**src/rtl/memory_controller_pkg.sv**
```systemverilog
// Shared types and constants for the byte-serial memory controller.
// Imported by the bus interface and the controller itself.
package memory_controller_pkg;

  localparam int REG_WIDTH = 32;
  localparam logic [REG_WIDTH-1:0] IO_ADDR_HI = 32'h0003_0000;

  localparam logic [1:0] LEN_B = 2'd0;
  localparam logic [1:0] LEN_H = 2'd1;
  localparam logic [1:0] LEN_W = 2'd2;

  typedef enum logic [1:0] {
    S_IDLE,
    S_READ,
    S_WRITE,
    S_DONE
  } state_t;

  typedef enum logic {
    CL_IF,
    CL_LSB
  } client_t;

  function automatic logic [2:0] len_bytes(input logic [1:0] len);
    case (len)
      LEN_B:   return 3'd1;
      LEN_H:   return 3'd2;
      default: return 3'd4;
    endcase
  endfunction

  function automatic logic is_io(input logic [REG_WIDTH-1:0] addr);
    return addr[31:16] == IO_ADDR_HI[31:16];
  endfunction

endpackage

```
**src/rtl/memory_controller_if.sv**
```systemverilog
// RAM/IO byte bus plus the fetch and load/store client handshakes.
// master = controller side, slave = RAM and CPU clients.
interface memory_controller_if;
  import memory_controller_pkg::*;

  logic                 io_buffer_full;
  logic [7:0]           mem_din;
  logic [7:0]           mem_dout;
  logic [REG_WIDTH-1:0] mem_a;
  logic                 mem_wr;

  logic                 if_signal;
  logic [REG_WIDTH-1:0] if_addr;
  logic                 if_done;
  logic [REG_WIDTH-1:0] if_data;

  logic                 lsb_signal;
  logic                 lsb_wr;
  logic [1:0]           lsb_len;
  logic [REG_WIDTH-1:0] lsb_addr;
  logic [REG_WIDTH-1:0] lsb_dout;
  logic [REG_WIDTH-1:0] lsb_din;
  logic                 lsb_done;

  modport master (
    input  io_buffer_full, mem_din,
    input  if_signal, if_addr,
    input  lsb_signal, lsb_wr, lsb_len, lsb_addr, lsb_dout,
    output mem_dout, mem_a, mem_wr,
    output if_done, if_data, lsb_din, lsb_done
  );

  modport slave (
    output io_buffer_full, mem_din,
    output if_signal, if_addr,
    output lsb_signal, lsb_wr, lsb_len, lsb_addr, lsb_dout,
    input  mem_dout, mem_a, mem_wr,
    input  if_done, if_data, lsb_din, lsb_done
  );

endinterface

```
**src/rtl/memory_controller.sv**
```systemverilog
// Arbitrates fetch and LSB requests and runs each as a byte-serial RAM access,
// returning little-endian words with a one-cycle done pulse.
module memory_controller
  import memory_controller_pkg::*;
(
  input  logic                clk_in,
  input  logic                rst_in,
  input  logic                rdy_in,
  input  logic                clear_signal,
  memory_controller_if.master bus
);

  state_t               state_reg, state_next;
  client_t              client_reg, client_next;
  logic [2:0]           cnt_reg, cnt_next;
  logic [2:0]           n_reg, n_next;
  logic                 last_lsb_reg, last_lsb_next;
  logic [REG_WIDTH-1:0] base_reg, base_next;
  logic [REG_WIDTH-1:0] data_reg, data_next;
  logic [REG_WIDTH-1:0] if_data_reg, if_data_next;
  logic [REG_WIDTH-1:0] lsb_din_reg, lsb_din_next;
  logic                 if_done_reg, if_done_next;
  logic                 lsb_done_reg, lsb_done_next;

  logic [REG_WIDTH-1:0] byte_addr, hold_addr, rd_word, mem_a_c;
  logic [7:0]           mem_dout_c;
  logic                 mem_wr_c, grant_lsb, wr_stall, capture;
  logic [2:0]           lane_idx;

  assign byte_addr = base_reg + {29'd0, cnt_reg};
  // While paused, keep presenting the previous address so mem_din still
  // carries the byte that has not been captured yet when rdy_in returns.
  assign hold_addr = (rdy_in || cnt_reg == 3'd0) ? byte_addr : byte_addr - 32'd1;
  assign capture   = (state_reg == S_READ) && (cnt_reg != 3'd0);
  assign lane_idx  = cnt_reg - 3'd1;
  assign grant_lsb = bus.lsb_signal && (!bus.if_signal || !last_lsb_reg);
  assign wr_stall  = is_io(byte_addr) && bus.io_buffer_full;

  genvar gi;
  generate
    for (gi = 0; gi < 4; gi++) begin : g_lane
      assign rd_word[8*gi +: 8] = (capture && lane_idx == 3'(gi)) ? bus.mem_din
                                                                   : data_reg[8*gi +: 8];
    end
  endgenerate

  always_comb begin
    state_next    = state_reg;
    client_next   = client_reg;
    cnt_next      = cnt_reg;
    n_next        = n_reg;
    last_lsb_next = last_lsb_reg;
    base_next     = base_reg;
    data_next     = data_reg;
    if_data_next  = if_data_reg;
    lsb_din_next  = lsb_din_reg;
    if_done_next  = 1'b0;
    lsb_done_next = 1'b0;
    mem_a_c       = '0;
    mem_dout_c    = '0;
    mem_wr_c      = 1'b0;

    case (state_reg)
      S_IDLE: begin
        if (!clear_signal && (bus.if_signal || bus.lsb_signal)) begin
          cnt_next      = 3'd0;
          last_lsb_next = grant_lsb;
          if (grant_lsb) begin
            client_next = CL_LSB;
            base_next   = bus.lsb_addr;
            n_next      = len_bytes(bus.lsb_len);
            data_next   = bus.lsb_wr ? bus.lsb_dout : '0;
            state_next  = bus.lsb_wr ? S_WRITE : S_READ;
          end else begin
            client_next = CL_IF;
            base_next   = bus.if_addr;
            n_next      = 3'd4;
            data_next   = '0;
            state_next  = S_READ;
          end
        end
      end

      S_READ: begin
        if (!rdy_in || cnt_reg < n_reg) begin
          mem_a_c = hold_addr;
        end
        data_next = rd_word;
        if (clear_signal) begin
          state_next = S_IDLE;
        end else if (cnt_reg == n_reg) begin
          state_next = S_DONE;
          if (client_reg == CL_IF) begin
            if_done_next = 1'b1;
            if_data_next = rd_word;
          end else begin
            lsb_done_next = 1'b1;
            lsb_din_next  = rd_word;
          end
        end else begin
          cnt_next = cnt_reg + 3'd1;
        end
      end

      S_WRITE: begin
        mem_a_c    = byte_addr;
        mem_dout_c = data_reg[{cnt_reg[1:0], 3'b000} +: 8];
        mem_wr_c   = !wr_stall;
        if (!wr_stall) begin
          if (cnt_reg == n_reg - 3'd1) begin
            state_next    = S_DONE;
            lsb_done_next = 1'b1;
          end else begin
            cnt_next = cnt_reg + 3'd1;
          end
        end
      end

      default: begin
        state_next = S_IDLE;
      end
    endcase
  end

  always_ff @(posedge clk_in or negedge rst_in) begin
    if (!rst_in) begin
      state_reg    <= S_IDLE;
      client_reg   <= CL_IF;
      cnt_reg      <= '0;
      n_reg        <= '0;
      last_lsb_reg <= 1'b0;
      base_reg     <= '0;
      data_reg     <= '0;
      if_data_reg  <= '0;
      lsb_din_reg  <= '0;
      if_done_reg  <= 1'b0;
      lsb_done_reg <= 1'b0;
    end else if (rdy_in) begin
      state_reg    <= state_next;
      client_reg   <= client_next;
      cnt_reg      <= cnt_next;
      n_reg        <= n_next;
      last_lsb_reg <= last_lsb_next;
      base_reg     <= base_next;
      data_reg     <= data_next;
      if_data_reg  <= if_data_next;
      lsb_din_reg  <= lsb_din_next;
      if_done_reg  <= if_done_next;
      lsb_done_reg <= lsb_done_next;
    end
  end

  assign bus.mem_a    = mem_a_c;
  assign bus.mem_dout = mem_dout_c;
  assign bus.mem_wr   = mem_wr_c && rdy_in;
  assign bus.if_done  = if_done_reg;
  assign bus.if_data  = if_data_reg;
  assign bus.lsb_done = lsb_done_reg;
  assign bus.lsb_din  = lsb_din_reg;

endmodule

```
**src/flat_wrapper.sv**
```systemverilog
// flat-port wrapper written by rule: the top's interface ports become plain ports
module memory_controller_flat import memory_controller_pkg::*;
  (clk_in, rst_in, rdy_in, clear_signal, bus_io_buffer_full, bus_mem_din, bus_if_signal, bus_if_addr, bus_lsb_signal, bus_lsb_wr, bus_lsb_len, bus_lsb_addr, bus_lsb_dout, bus_mem_dout, bus_mem_a, bus_mem_wr, bus_if_done, bus_if_data, bus_lsb_din, bus_lsb_done);
  memory_controller_if bus_i ();
  input  logic clk_in;
  input  logic rst_in;
  input  logic rdy_in;
  input  logic clear_signal;
  input wire logic [$bits(bus_i.io_buffer_full)-1:0] bus_io_buffer_full;
  input wire logic [$bits(bus_i.mem_din)-1:0] bus_mem_din;
  input wire logic [$bits(bus_i.if_signal)-1:0] bus_if_signal;
  input wire logic [$bits(bus_i.if_addr)-1:0] bus_if_addr;
  input wire logic [$bits(bus_i.lsb_signal)-1:0] bus_lsb_signal;
  input wire logic [$bits(bus_i.lsb_wr)-1:0] bus_lsb_wr;
  input wire logic [$bits(bus_i.lsb_len)-1:0] bus_lsb_len;
  input wire logic [$bits(bus_i.lsb_addr)-1:0] bus_lsb_addr;
  input wire logic [$bits(bus_i.lsb_dout)-1:0] bus_lsb_dout;
  output wire logic [$bits(bus_i.mem_dout)-1:0] bus_mem_dout;
  output wire logic [$bits(bus_i.mem_a)-1:0] bus_mem_a;
  output wire logic [$bits(bus_i.mem_wr)-1:0] bus_mem_wr;
  output wire logic [$bits(bus_i.if_done)-1:0] bus_if_done;
  output wire logic [$bits(bus_i.if_data)-1:0] bus_if_data;
  output wire logic [$bits(bus_i.lsb_din)-1:0] bus_lsb_din;
  output wire logic [$bits(bus_i.lsb_done)-1:0] bus_lsb_done;
  assign bus_i.io_buffer_full = bus_io_buffer_full;
  assign bus_i.mem_din = bus_mem_din;
  assign bus_i.if_signal = bus_if_signal;
  assign bus_i.if_addr = bus_if_addr;
  assign bus_i.lsb_signal = bus_lsb_signal;
  assign bus_i.lsb_wr = bus_lsb_wr;
  assign bus_i.lsb_len = bus_lsb_len;
  assign bus_i.lsb_addr = bus_lsb_addr;
  assign bus_i.lsb_dout = bus_lsb_dout;
  assign bus_mem_dout = bus_i.mem_dout;
  assign bus_mem_a = bus_i.mem_a;
  assign bus_mem_wr = bus_i.mem_wr;
  assign bus_if_done = bus_i.if_done;
  assign bus_if_data = bus_i.if_data;
  assign bus_lsb_din = bus_i.lsb_din;
  assign bus_lsb_done = bus_i.lsb_done;
  memory_controller u_core (.clk_in(clk_in), .rst_in(rst_in), .rdy_in(rdy_in), .clear_signal(clear_signal), .bus(bus_i));
endmodule
```
**config.mk**
```make
export PLATFORM = sky130hd
export DESIGN_NAME = memory_controller_flat
export DESIGN_NICKNAME = d
export VERILOG_FILES = /design/src/rtl/memory_controller_pkg.sv /design/src/rtl/memory_controller_if.sv /design/src/rtl/memory_controller.sv /design/src/flat_wrapper.sv
export SDC_FILE = /design/constraint.sdc
export NUM_CORES = 1
export LEC_CHECK = 0
export ABC_CLOCK_PERIOD_IN_PS = 4900
export CELL_PAD_IN_SITES_DETAIL_PLACEMENT = 1
export CELL_PAD_IN_SITES_GLOBAL_PLACEMENT = 2
export CORE_MARGIN = 4
export CORE_UTILIZATION = 30
export DETAILED_ROUTE_END_ITERATION = 8
export GPL_TIMING_DRIVEN = 1
export HOLD_SLACK_MARGIN = 0.08
export PLACE_DENSITY_LB_ADDON = 0.05
export REMOVE_ABC_BUFFERS = 1
export SLEW_MARGIN = 0
export SYNTH_ARGS = -nofsm -noshare
export SYNTH_HDL_FRONTEND = slang
export SYNTH_SLANG_ARGS = --single-unit
export TNS_END_PERCENT = 50
```
**constraint.sdc**
```tcl
create_clock -name clk_in -period 4.9 [get_ports clk_in]
set_input_delay 0.735 -clock clk_in [delete_from_list [all_inputs] [get_ports clk_in]]
set_output_delay 0.735 -clock clk_in [all_outputs]
set_load 0.1 [all_outputs]
```
==> run metrics <==
Root Buffer clkbuf_16; R2R setup slack 1.19 ns; Initial Util 0.304; iteration-0 DRC count of the detailed router 435; Synth Flop Type dfrtp_1; critical path's largest stage delay 0.46 ns; PortBufs 220; first-pass GRT wire length 50800 um; Lkg Pwr 5.23 nW; CP most frequent cell buf_12; global route overflow 0; # IOs 221; Yosys Warn Count 0; die width 181 um; number of setup violations in the final report 0; startpoint types register; max-slew violations 0; Worst R2R Start u_core.cnt_reg[2]; area delta synth->final 39.8%; Routed WL 31900 um; clk_lat worst skew 0.43 ns; number of buffers created by CTS 17; library cells used by synthesis 80; core area 29600 sq um; register area share after synthesis 0.386; Critical Path AT 4.01 ns; Die H 181 um; cell family with most CP delay compound AO/OA/AOI/OAI gates; Max Fclk 211 MHz; dpl ws 0.246 ns; Synth Area per Inst 8.76 sq um; min setup slack post-route 0.150 ns; Tcrit/Tclk final 0.969; critical path class reg -> out; initial antenna violation count 1; Slew HR 0.291; fraction of layout cells with a size suffix above 1 0.122; worst endpoint required time 4.16 ns; Post-synth EDFFs 0; commonest non-fill, non-tap cells in the layout 178 x clkdlybuf4s50_1, 168 x nand2_1, 139 x dfrtp_1, 137 x o21ai_0, 66 x mux2i_1; Routed Antenna Nets 0; critical path, cell by cell ha_1 -> fa_1 -> a21o_4 -> or4_1 -> a211oi_4 -> o21ai_2 -> nor3_4 -> buf_12 -> nand3_4 -> o31a_1 -> o32ai_2 -> buf_12; Max VDD drop 0.421 mV; H-tree depth 4; Crit-path slowest cell fa_1; Setup crit end kind output port; Wirelength per Cell 19.6 um; Final Hold Viols 0; post-placement cell count 1593; drt via density 5.14; largest net degree at the start of global routing 66; Worst-path clk slew 0.07 ns; critical-path maximum fanout 8; design area 12600 sq um; most common cell after layout, fill and taps aside clkdlybuf4s50_1; Post-synth ARST share 1.00; Worst Setup SP u_core.base_reg[0]; Antenna diodes 0; synthesized flop and latch total 139; drt first pass iters 4; hold buffer count at CTS 0; post-route insts no fill 1629; CTS tree yes; nets 1359; Die ar. 32900 sq um; Critical path buffers and inverters 2; hpwl dp 23000 um; status finished clean; Mapped Area 9020 sq um; drt drc 0; clk buf depth 2; dpl cell area 11900 sq um; GRT Total Usage 0.194; max cap viols 0; Row Count 63; vias post-DR 8371; post-layout min period 4.75 ns; CTS Sinks 139; clk_skew 0.0114 ns; Mapped Cells 1030; RePlAce Congestion 0.849; vias in the first global route 8781; hold crit path type in -> async; Cell Pwr Density 700 nW/um^2; Worst-Margin Slew 1.06 ns
## layer usage
layer,vias to the layer above,GRT usage,part of all wire
met4,2,0.0393,0.0086
met5,-,0,0.00041
met1,4108,0.276,0.49
li1,4074,-,-
met2,169,0.309,0.46
met3,18,0.0389,0.044
## cell families after synthesis
| family | synth area share |
|---|---|
| multiplexers | 0.0957 |
| buffers and inverters | 0.0429 |
| AO/OA/AOI/OAI | 0.183 |
| AND/OR/NAND/NOR | 0.227 |
| adder cells (fa/ha/maj) | 0.0272 |
| XOR/XNOR | 0.0388 |
| flip-flops | 0.386 |
## final cells by class
type	count	area (sq um)
sequential	139	3480
multi-input combinational	800	5270
fill	3417	17000
clock inverter	14	136
clock buffer	18	429
tap	390	488
inverter	21	78.8
timing repair buffer	247	2730
## metrics by stage
step | TNS (ns) | power, mW | hold slack [ns] | utilization
after floorplan | -12.86 | 5.67 | 0.439 | -
after global placement | 0 | 7.47 | 0.461 | 0.402
after detailed placement | 0 | 7.53 | 0.472 | 0.402
after CTS | 0 | 8.90 | 0.293 | 0.423
after global routing | -0.0318 | 9.42 | 0.307 | 0.425
final | 0 | 8.83 | 0.280 | 0.425
## cell usage after synthesis (3+ instances only)
master / number / area (sq um)
or3_1: 7 / 43.8
ha_1: 18 / 225
nand3_1: 24 / 120
o22ai_1: 4 / 25.0
buf_4: 4 / 30.0
nand4_1: 14 / 87.6
and4_1: 5 / 43.8
a31oi_1: 5 / 31.3
nor3_1: 16 / 80.1
and3_1: 22 / 138
and2_1: 16 / 100
xor2_1: 11 / 96.3
a22oi_1: 7 / 52.6
o211ai_1: 3 / 22.5
o21ai_1: 6 / 30.0
o32ai_1: 4 / 35.0
nor2_1: 42 / 158
inv_1: 21 / 78.8
clkbuf_1: 55 / 206
or4_1: 5 / 37.5
buf_2: 6 / 30.0
o31ai_1: 3 / 22.5
o31a_1: 6 / 52.6
nand3b_1: 3 / 22.5
a21oi_1: 43 / 215
buf_6: 3 / 33.8
mux4_2: 8 / 180
o21a_1: 6 / 45.0
a21o_1: 7 / 52.6
xnor2_1: 29 / 254
nand2_1: 168 / 631
nor4_1: 12 / 75.1
a22o_1: 10 / 87.6
dfrtp_1: 139 / 3480
o21ai_0: 138 / 691
mux2i_1: 66 / 661
a221o_1: 8 / 80.1
nor2b_1: 29 / 181
## path summary, 6_finish.rpt
kind	cells past startpoint	endpoint
min	1	u_core.bus.if_data[27]
min reg2reg	2	u_core.bus.if_data[13]
max reg2reg	9	u_core.cnt_reg[2]
min in group clk_in	2	u_core.bus.if_data[13]
max	12	bus_mem_a[28]
max in group asynchronous	2	u_core.base_reg[23]
## report_power, final
group / switching (mW) / total, mW / internal, mW / leakage (nW)
Sequential: 0.480 / 2.02 / 1.54 / 1.85
Combinational: 3.71 / 5.52 / 1.81 / 3.11
Clock: 0.575 / 1.28 / 0.710 / 0.269
Total: 4.76 / 8.83 / 4.06 / 5.23
## repair_timing
action,in CTS,in global routing
endpoints found under the setup margin,7,10
setup buffers,4,0
pin swaps,2,3
gates resized for setup,6,10
Note: power is estimated with default switching activity, not from simulation.
